===== src/rtl/bullet_engine.sv =====
// bullet_engine: two independent bullet channels for a two-player shooter.
// Channel 0 belongs to player 1 and flies +x toward player 2.
// Channel 1 belongs to player 2 and flies -x toward player 1.
// Each channel cycles IDLE -> FLY -> COOL -> IDLE. A hit or miss is
// decided on the frame tick that reaches the far player's column, and a hit
// is reported as a registered one-cycle pulse.
module bullet_engine #(
    parameter int SCREEN_W = 640,
    parameter int P1_X     = 32,
    parameter int P2_X     = 608,
    parameter int PLAYER_W = 16,
    parameter int PLAYER_H = 32,
    parameter int SPEED    = 4,
    parameter int COOLDOWN = 30
) (
    input  logic       clk_i,
    input  logic       reset_ni,
    input  logic       enable_i,
    input  logic       frame_tick_i,
    input  logic       fire_1_i,
    input  logic       fire_2_i,
    input  logic [9:0] player_1_y_i,
    input  logic [9:0] player_2_y_i,
    output logic [9:0] bullet_1_x_o,
    output logic [9:0] bullet_1_y_o,
    output logic [9:0] bullet_2_x_o,
    output logic [9:0] bullet_2_y_o,
    output logic       bullet_1_active_o,
    output logic       bullet_2_active_o,
    output logic       bullet_collide_player_1_o,
    output logic       bullet_collide_player_2_o
);

    localparam int CW = (COOLDOWN > 1) ? $clog2(COOLDOWN) : 1;

    typedef enum logic [1:0] {
        IDLE = 2'd0,
        FLY  = 2'd1,
        COOL = 2'd2
    } state_e;

    // Per-channel results gathered into packed vectors, channel gi at slot gi.
    logic [19:0] x_all;
    logic [19:0] y_all;
    logic [1:0]  active_all;
    logic [1:0]  hit_all;

    // run_q goes high on the first edge after reset release, so a fire key
    // already held during reset cannot launch a bullet on that first edge.
    logic run_q;

    // Reset-release qualifier for fire-edge detection.
    always_ff @(posedge clk_i or negedge reset_ni) begin
        if (!reset_ni) begin
            run_q <= 1'b0;
        end else begin
            run_q <= 1'b1;
        end
    end

    genvar gi;
    generate
        for (gi = 0; gi < 2; gi++) begin : g_ch
            // Channel 0 launches just right of player 1; channel 1 just left of player 2.
            localparam logic [9:0] START_X = (gi == 0) ? 10'(P1_X + PLAYER_W) : 10'(P2_X - 1);

            state_e        state_q, state_d;
            logic [9:0]    x_q, x_d;
            logic [9:0]    y_q, y_d;
            logic [CW-1:0] cnt_q, cnt_d;
            logic          fire_q;
            logic          hit_q, hit_d;

            logic          fire_w;
            logic [9:0]    owner_y;
            logic [9:0]    target_y;
            logic          fire_edge;
            logic [10:0]   x_ext;
            logic [10:0]   nx_up;
            logic [9:0]    nx_dn;
            logic          arrive;
            logic          in_y;

            assign fire_w   = (gi == 0) ? fire_1_i : fire_2_i;
            assign owner_y  = (gi == 0) ? player_1_y_i : player_2_y_i;
            assign target_y = (gi == 0) ? player_2_y_i : player_1_y_i;

            assign fire_edge = fire_w & ~fire_q & run_q;

            // 11-bit arithmetic keeps +x motion and the y window free of wrap-around;
            // the -x arrival test compares before subtracting so it never underflows.
            assign x_ext = {1'b0, x_q};
            assign nx_up = x_ext + 11'(SPEED);
            assign nx_dn = x_q - 10'(SPEED);
            assign arrive = (gi == 0)
                ? ((nx_up >= 11'(P2_X)) || (nx_up >= 11'(SCREEN_W)))
                : (x_ext < 11'(P1_X + PLAYER_W + SPEED));
            assign in_y = ({1'b0, y_q} >= {1'b0, target_y}) &&
                          ({1'b0, y_q} <= ({1'b0, target_y} + 11'(PLAYER_H - 1)));

            // Next-state logic: launch, flight and hit decision, cooldown count.
            always_comb begin
                state_d = state_q;
                x_d     = x_q;
                y_d     = y_q;
                cnt_d   = cnt_q;
                hit_d   = 1'b0;
                if (!enable_i) begin
                    state_d = IDLE;
                    cnt_d   = '0;
                end else begin
                    case (state_q)
                        IDLE: begin
                            if (fire_edge) begin
                                state_d = FLY;
                                x_d     = START_X;
                                y_d     = owner_y + 10'(PLAYER_H / 2);
                            end
                        end
                        FLY: begin
                            if (frame_tick_i) begin
                                if (arrive) begin
                                    state_d = COOL;
                                    cnt_d   = '0;
                                    hit_d   = in_y;
                                end else begin
                                    x_d = (gi == 0) ? nx_up[9:0] : nx_dn;
                                end
                            end
                        end
                        COOL: begin
                            if (frame_tick_i) begin
                                if (cnt_q == CW'(COOLDOWN - 1)) begin
                                    state_d = IDLE;
                                    cnt_d   = '0;
                                end else begin
                                    cnt_d = cnt_q + CW'(1);
                                end
                            end
                        end
                        default: begin
                            state_d = IDLE;
                            cnt_d   = '0;
                        end
                    endcase
                end
            end

            // Channel state, position, cooldown and fire-key history registers.
            always_ff @(posedge clk_i or negedge reset_ni) begin
                if (!reset_ni) begin
                    state_q <= IDLE;
                    x_q     <= '0;
                    y_q     <= '0;
                    cnt_q   <= '0;
                    fire_q  <= 1'b0;
                    hit_q   <= 1'b0;
                end else begin
                    state_q <= state_d;
                    x_q     <= x_d;
                    y_q     <= y_d;
                    cnt_q   <= cnt_d;
                    fire_q  <= fire_w;
                    hit_q   <= hit_d;
                end
            end

            assign x_all[gi*10 +: 10] = x_q;
            assign y_all[gi*10 +: 10] = y_q;
            assign active_all[gi]     = (state_q == FLY);
            assign hit_all[gi]        = hit_q;
        end
    endgenerate

    assign bullet_1_x_o      = x_all[9:0];
    assign bullet_1_y_o      = y_all[9:0];
    assign bullet_2_x_o      = x_all[19:10];
    assign bullet_2_y_o      = y_all[19:10];
    assign bullet_1_active_o = active_all[0];
    assign bullet_2_active_o = active_all[1];

    // Bullet 1 hits player 2 and bullet 2 hits player 1.
    assign bullet_collide_player_2_o = hit_all[0];
    assign bullet_collide_player_1_o = hit_all[1];

endmodule


===== config.mk =====
export PLATFORM = sky130hd
export DESIGN_NAME = bullet_engine
export DESIGN_NICKNAME = d
export VERILOG_FILES = /design/src/rtl/bullet_engine.sv
export SDC_FILE = /design/constraint.sdc
export NUM_CORES = 1
export LEC_CHECK = 0
export ABC_AREA = 0
export CAP_MARGIN = 10
export CORE_ASPECT_RATIO = 0.9
export CORE_UTILIZATION = 54
export DETAILED_ROUTE_END_ITERATION = 10
export PLACE_DENSITY = 0.9
export SYNTH_ARGS = -nofsm -noshare
export SYNTH_HDL_FRONTEND = slang
export SYNTH_SLANG_ARGS = --single-unit

===== constraint.sdc =====
create_clock -name clk_i -period 3.3 [get_ports clk_i]
set_input_delay 0.66 -clock clk_i [delete_from_list [all_inputs] [get_ports clk_i]]
set_output_delay 0.66 -clock clk_i [all_outputs]
set_load 0.01 [all_outputs]

# After elaboration in Yosys (flattened, before gate mapping)
# Cells that the tools add are included.
dict set report totals {
  regBits 59
  latch_bits 0
  ram_bits 0
  romBits 0
  in_bits 26
  out_inout_bits 44
  word_cells 115
  n_memories 0
}
dict set report classes {
  add_sub_neg 8
  mul 0
  div_mod_pow 0
  magnitude_cmp 7
  n_eq_ne 24
  shift 0
  mux 42
  bitwise_logic 6
  reduce_logical 15
}
# operator n
set op_table {}
lappend op_table {{$mux W10} 6}
lappend op_table {{$mux W5} 10}
lappend op_table {{$pmux W10 S2} 2}
lappend op_table {{$pmux W5 S3} 2}
lappend op_table {{$mux W2} 12}
lappend op_table {{$ne A3 B3 Y1 const B} 8}
lappend op_table {{$add A10 B5 Y11 const B} 2}
lappend op_table {{$ge A11 B10 Y1 const B} 2}
lappend op_table {{$le A10 B11 Y1} 2}
lappend op_table {{$add A10 B5 Y10 const B} 2}
lappend op_table {{$ge A10 B10 Y1} 2}
lappend op_table {{$reduce_and A5 Y1} 4}
lappend op_table {{$ne A2 B2 Y1 const B} 8}
lappend op_table {{$pmux W2 S3} 2}
lappend op_table {{$add A10 B3 Y11 const B} 1}
lappend op_table {{$add A5 B1 Y5 const B} 2}
lappend op_table {{$eq A5 B5 Y1 const B} 2}
lappend op_table {{$lt A10 B6 Y1 const B} 1}
lappend op_table {{$sub A10 B3 Y10 const B} 1}
lappend op_table {{$mux W1} 8}
lappend op_table {{$reduce_and A4 Y1} 2}
lappend op_table {{$ne A3 B2 Y1 const B} 2}
lappend op_table {{$reduce_and A3 Y1} 2}
lappend op_table {{$and A1 B1 Y1} 4}
lappend op_table {{7 further kinds} 13}

# Depth between registers and ports, before layout
dict set report depth {
  depth_word 7
  mapped_depth 12
  mapped_depth_nobuf 12
}

# Worst setup path after synthesis
# Ideal clock, no wire load.
dict set report synth_timing {
  path_type {input-to-reg}
  startpoint {in player_1_y_i[0]}
  endpoint {reg g_ch[1].hit_q (netlist: bullet_collide_player_1_o)}
  arrival_time_ps 2565
  required_ps 3175
  path_slack_ps 609
  path_stages 12
  cell_sequence {inv_1 -> ha_1 -> nand3_1 -> a21oi_1 -> nor3_1 -> xnor2_1 -> ha_1 -> a21o_1 -> a21o_1 -> nor2b_1 -> a311oi_1 -> a2111oi_0}
}
dict set report synth_between {
  elab_chain_cells 7
  word_cells_on_any_way 8
}
# element line_no
set synth_rtl {}
lappend synth_rtl {{from (decl)} 22} ;# input logic [9:0] player_1_y_i,
lappend synth_rtl {{$add A10 B5 Y11} 99} ;# ({1'b0, y_q} <= ({1'b0, target_y} + 11'(PLAYER_H - 1)));
lappend synth_rtl {{$le A10 B11 Y1} 99}
lappend synth_rtl {{$logic_and A1 B1 Y1 (*)} 98} ;# assign in_y = ({1'b0, y_q} >= {1'b0, target_y}) &&
lappend synth_rtl {{$mux W1 (*)} 122} ;# if (arrive) begin
lappend synth_rtl {{$mux W1 (*)} 121} ;# if (frame_tick_i) begin
lappend synth_rtl {{$mux W1 (*)} 112} ;# case (state_q)
lappend synth_rtl {{$mux W1 (*)} 108} ;# if (!enable_i) begin
lappend synth_rtl {{via g_ch[1].hit_d} 72} ;# logic hit_q, hit_d;
lappend synth_rtl {{to (signal assigned)} 164} ;# hit_q <= hit_d;
lappend synth_rtl {{to (decl)} 72}
# The timed path passes the listed nets; every way through them passes the cells marked *.
# A chain may end at the register's enable or synchronous reset.

# Worst setup path after layout
# Ends and elaborated chain as after synthesis.

==> tab_implementation.tex <==
\begin{tabular}{lr}
\hline
Metric & Value \\
\hline
\multicolumn{2}{l}{\textbf{Power}} \\
\quad Leakage power & roughly 0.0022 uW \\
\quad Worst vdd ir & 0.239 mV \\
\quad Total Power & roughly 2000 uW \\
\quad Pwr dens & 407 mW/mm2 \\
\multicolumn{2}{l}{\textbf{Synthesis}} \\
\quad Area of the mapped netlist & 0.00402 mm2 \\
\quad Mean instance size in the synthesized netlist & 8.93 um2 \\
\quad Synth unique cells & 50 \\
\quad Number of flip-flops and latches in the synthesized netlist & 56 \\
\quad Most used flip-flop cell after synthesis & sky130\_fd\_sc\_hd\_\_dfrtp\_1 \\
\quad Async set or reset register ratio after synthesis & 100\% \\
\quad Number of warnings printed during yosys synthesis & 0 \\
\quad Number of synthesized flops with an enable pin & 0 \\
\quad Fraction of the yosys area taken by sequential cells & 34.9\% \\
\quad Synthesized instance count & 450 \\
\multicolumn{2}{l}{\textbf{Setup path}} \\
\quad Reg2reg start & bullet\_1\_x\_o[2]\$\_DFFE\_PN0P\_ \\
\quad Endpoint of the worst register-to-register path & bullet\_1\_x\_o[7]\$\_DFFE\_PN0P\_ \\
\quad Setup Crit Path Kind & input pin to register \\
\quad Register-to-register setup slack & 0.62 ns \\
\quad FF-to-FF path depth & 7 \\
\quad Worst EP arrival & 3.31 ns \\
\quad Peak fanout along the critical path & 2 \\
\quad Type of origin of the critical path & input pin \\
\quad Worst Setup End Kind & register \\
\quad Endpoint required time on the critical path & 3.50 ns \\
\multicolumn{2}{l}{\textbf{Floorplanning}} \\
\quad Starting utilization of the core area & approximately 56\% \\
\quad \# rows & 29 \\
\quad Std-Cell Core Area & 0.00711 mm2 \\
\quad Die ar. & 0.00779 mm2 \\
\quad Die width & just over 90 um \\
\quad Total I/O pin count & 70 \\
\quad Die Y-Extent & 83.8 um \\
\multicolumn{2}{l}{\textbf{Clock tree}} \\
\quad Total CTS buffers & 5 \\
\quad Total clock sinks & 56 \\
\quad Clock root cell & sky130\_fd\_sc\_hd\_\_clkbuf\_8 \\
\quad Clock buffer depth & 2 \\
\quad Clock tree from TritonCTS & done \\
\quad H-tree lvl count & 2 \\
\quad Clock slew at reported path FFs & 0.12 ns \\
\quad Insertion delay of the later-clocked pin in the worst-skew pair & roughly 0.32 ns \\
\multicolumn{2}{l}{\textbf{STA}} \\
\quad Unrepaired setup endpoints after global routing & no \\
\quad Number of slew-limit violations in the final report & 0 \\
\quad Final number of setup-violating endpoints & 0 \\
\quad Worst slew pin tran & 0.624 ns \\
\quad Worst slew margin relative to its limit & about three fifths \\
\quad Max Clock Skew & 0.0239 ns \\
\quad Final-layout setup total negative slack & 0 ns \\
\quad Final critical-path required period & between 3 and 4 ns \\
\quad Maximum clock frequency & 322 MHz \\
\quad Worst setup margin & between 0.15 and 0.2 ns \\
\quad Final worst-path cycle share & between 90\% and 100\% \\
\quad Final Hold Fails & 0 \\
\multicolumn{2}{l}{\textbf{Route}} \\
\quad DRC marker count from the first detailed-route iteration & 222 \\
\quad Remaining routing DRC violations & 0 \\
\quad Via count & 3,686 \\
\quad Detailed-route wire length & 9.97 mm \\
\quad Number of optimization iterations in the first detailed-route pass & 5 \\
\quad Via/cell ratio & a little under 6 \\
\quad Count of nets left with antenna violations after detail routing & 0 \\
\quad Routed wire per std cell & 16.1 um \\
\multicolumn{2}{l}{\textbf{GRT}} \\
\quad Vias in the first global route & between 3,000 and 4,000 \\
\quad Overall fraction of global-route tracks in use & 26.9\% \\
\quad GRT overflow & 0 \\
\quad Pin count of the biggest net entering global routing & 26 \\
\quad Antenna violations before repair & 0 \\
\quad Global-route wire length before repair & 16.9 mm \\
\multicolumn{2}{l}{\textbf{Placed design}} \\
\quad Worst-case setup slack after placement & -0.0943 ns \\
\quad Total of buffers placed on input and output ports & 67 \\
\quad Cell Area, Placed & roughly 0.0048 mm2 \\
\quad Detailed placer's ending HPWL & 7.77 mm \\
\quad Gpl congestion & 0.889 \\
\multicolumn{2}{l}{\textbf{Layout}} \\
\quad Number of nets in the layout & 603 \\
\quad Leading cell type in the layout, fill and taps excluded & sky130\_fd\_sc\_hd\_\_clkdlybuf4s50\_1 \\
\quad Share of post-route cells with drive strength above 1 & 5.33\% \\
\quad Synthesis-to-layout area growth & 22.5\% \\
\quad Leading cell types in the layout, fill and taps excluded & sky130\_fd\_sc\_hd\_\_clkdlybuf4s50\_1 (66), sky130\_fd\_sc\_hd\_\_dfrtp\_1 (56), sky130\_fd\_sc\_hd\_\_ha\_1 (53) \\
\quad Fillcell total & 543 \\
\quad Diode insertion count for antenna repair & 0 \\
\quad Post-layout instance area & 0.00492 mm2 \\
\quad End-of-flow core utilization & 69.2\% \\
\multicolumn{2}{l}{\textbf{Status}} \\
\quad Status & finished, final reports clean \\
\multicolumn{2}{l}{\textbf{Hold path}} \\
\quad Min-delay worst type & input pin to asynchronous set/reset pin \\
\multicolumn{2}{l}{\textbf{Job}} \\
\quad \# Max-Cap Violations & 0 \\
\hline
\end{tabular}
[layout make-up]
type	instances	area, um2	share of cell area, %
Sequential cell	56	1400	28.5
Tap cell	93	116	2.36
Multi-Input combinational cell	350	2440	49.5
Clock buffer	5	68.8	1.40
Clock inverter	3	27.5	0.559
Timing Repair Buffer	78	748	15.2
Inverter	33	124	2.52
[flip-flops by register name, indices dropped and copies added (netlist names)]
name,count
bullet_1_x_o,8
bullet_1_y_o,10
bullet_2_x_o,9
bullet_2_y_o,10
bullet_collide_player_1_o,1
bullet_collide_player_2_o,1
g_ch.cnt_q,10
g_ch.fire_q,2
g_ch.state_q,4
run_q,1
[per-stage QoR]
stage | hold slack (ns) | std cells
2_1_floorplan | 0.364 | 451
3_3_place_gp | 0.463 | 610
3_5_place_dp | 0.466 | 610
4_1_cts | 0.288 | 618
5_1_grt | 0.293 | 618
6_report | 0.279 | 618
[cells in the mapped netlist, types with 2 or more instances]
cell                        instances  share of area, %
sky130_fd_sc_hd__a2111oi_0          3              0.65
sky130_fd_sc_hd__a211oi_1           4              0.75
sky130_fd_sc_hd__a21boi_0           2              0.37
sky130_fd_sc_hd__a21o_1             5              0.93
sky130_fd_sc_hd__a21oi_1           18               2.2
sky130_fd_sc_hd__a31oi_1            6              0.93
sky130_fd_sc_hd__a41oi_1            2              0.44
sky130_fd_sc_hd__and3_1             4              0.62
sky130_fd_sc_hd__and4_1             4              0.87
sky130_fd_sc_hd__buf_2              4              0.50
sky130_fd_sc_hd__buf_4              3              0.56
sky130_fd_sc_hd__clkbuf_1           5              0.47
sky130_fd_sc_hd__conb_1             2              0.19
sky130_fd_sc_hd__dfrtp_1           56                35
sky130_fd_sc_hd__ha_1              53                17
sky130_fd_sc_hd__inv_1             33               3.1
sky130_fd_sc_hd__mux2i_1            6               1.5
sky130_fd_sc_hd__nand2_1           50               4.7
sky130_fd_sc_hd__nand2b_1           6              0.93
sky130_fd_sc_hd__nand3_1           23               2.9
sky130_fd_sc_hd__nand3b_1           2              0.37
sky130_fd_sc_hd__nand4_1            7               1.1
sky130_fd_sc_hd__nor2_1            21               2.0
sky130_fd_sc_hd__nor2b_1            8               1.2
sky130_fd_sc_hd__nor3_1            16               2.0
sky130_fd_sc_hd__nor4_1             5              0.78
sky130_fd_sc_hd__o2111ai_1          3              0.65
sky130_fd_sc_hd__o211ai_1           3              0.56
sky130_fd_sc_hd__o21a_1             6               1.1
sky130_fd_sc_hd__o21ai_0           35               4.4
sky130_fd_sc_hd__o21ai_1            2              0.25
sky130_fd_sc_hd__o22ai_1            4              0.62
sky130_fd_sc_hd__o31ai_1            5              0.93
sky130_fd_sc_hd__or3_1              2              0.31
sky130_fd_sc_hd__xnor2_1           27               5.9
[repair_timing]
| item | in CTS | in global routing |
|---|---|---|
| setup buffers | 0 | 0 |
| gates resized for setup | 0 | 1 |
| hold buffers | 0 | 0 |
| setup endpoints to repair | 0 | 1 |
[per-layer routing]
| layer | up-vias | global-route usage [%] | wire, um |
|---|---|---|---|
| met1 | 1788 | 36.9 | 4580 |
| met3 | 12 | 4.10 | 495 |
| li1 | 1758 | - | - |
| met5 | - | 0 | 0 |
| met4 | 0 | 5.17 | 105 |
| met2 | 128 | 45.5 | 4790 |
[critical path, stage by stage]
cell and delay (ns):
sky130_fd_sc_hd__clkdlybuf4s50_1 0.48, sky130_fd_sc_hd__inv_1 0.07, sky130_fd_sc_hd__ha_1 0.21, sky130_fd_sc_hd__nand3_1 0.11, sky130_fd_sc_hd__a21oi_1 0.10, sky130_fd_sc_hd__nor3_1 0.26
sky130_fd_sc_hd__xnor2_1 0.17, sky130_fd_sc_hd__ha_1 0.27, sky130_fd_sc_hd__a21o_1 0.19, sky130_fd_sc_hd__a21o_1 0.18, sky130_fd_sc_hd__nor2b_1 0.12, sky130_fd_sc_hd__a311oi_1 0.06
sky130_fd_sc_hd__a2111oi_1 0.43
[cell families after synthesis]
family / after synthesis / share of synthesized area [%]
multiplexers: 7 / 1.78
flip-flops: 56 / 34.9
XOR/XNOR: 27 / 5.89
other: 2 / 0.187
AO/OA/AOI/OAI: 107 / 17.3
adder cells (fa/ha/maj): 53 / 16.5
AND/OR/NAND/NOR: 153 / 18.9
buffers and inverters: 45 / 4.61
[where the power goes]
group / total [uW] / leakage [uW] / internal [uW] / switching (uW)
clock network: 404 / 0.0000463 / 157 / 247
registers: 889 / 0.000704 / 762 / 127
logic: 712 / 0.00145 / 369 / 343
total: 2000 / 0.00220 / 1290 / 718
[worst max path at each step]
stage | start | endpoint | slack, ns | cells after the start
finish | player_1_y_i[0] | bullet_collide_player_1_o$_DFF_PN0_ | 0.20 | 13
global route | player_1_y_i[0] | bullet_collide_player_1_o$_DFF_PN0_ | 0.08 | 13
CTS | player_1_y_i[0] | bullet_collide_player_1_o$_DFF_PN0_ | 0.25 | 13
detailed placement | player_1_y_i[0] | bullet_collide_player_1_o$_DFF_PN0_ | -0.09 | 13
global placement | player_1_y_i[0] | bullet_collide_player_1_o$_DFF_PN0_ | 0.02 | 13
floorplan | player_1_y_i[0] | bullet_collide_player_1_o$_DFF_PN0_ | 0.61 | 12
Note: power is estimated with default switching activity, not from simulation.
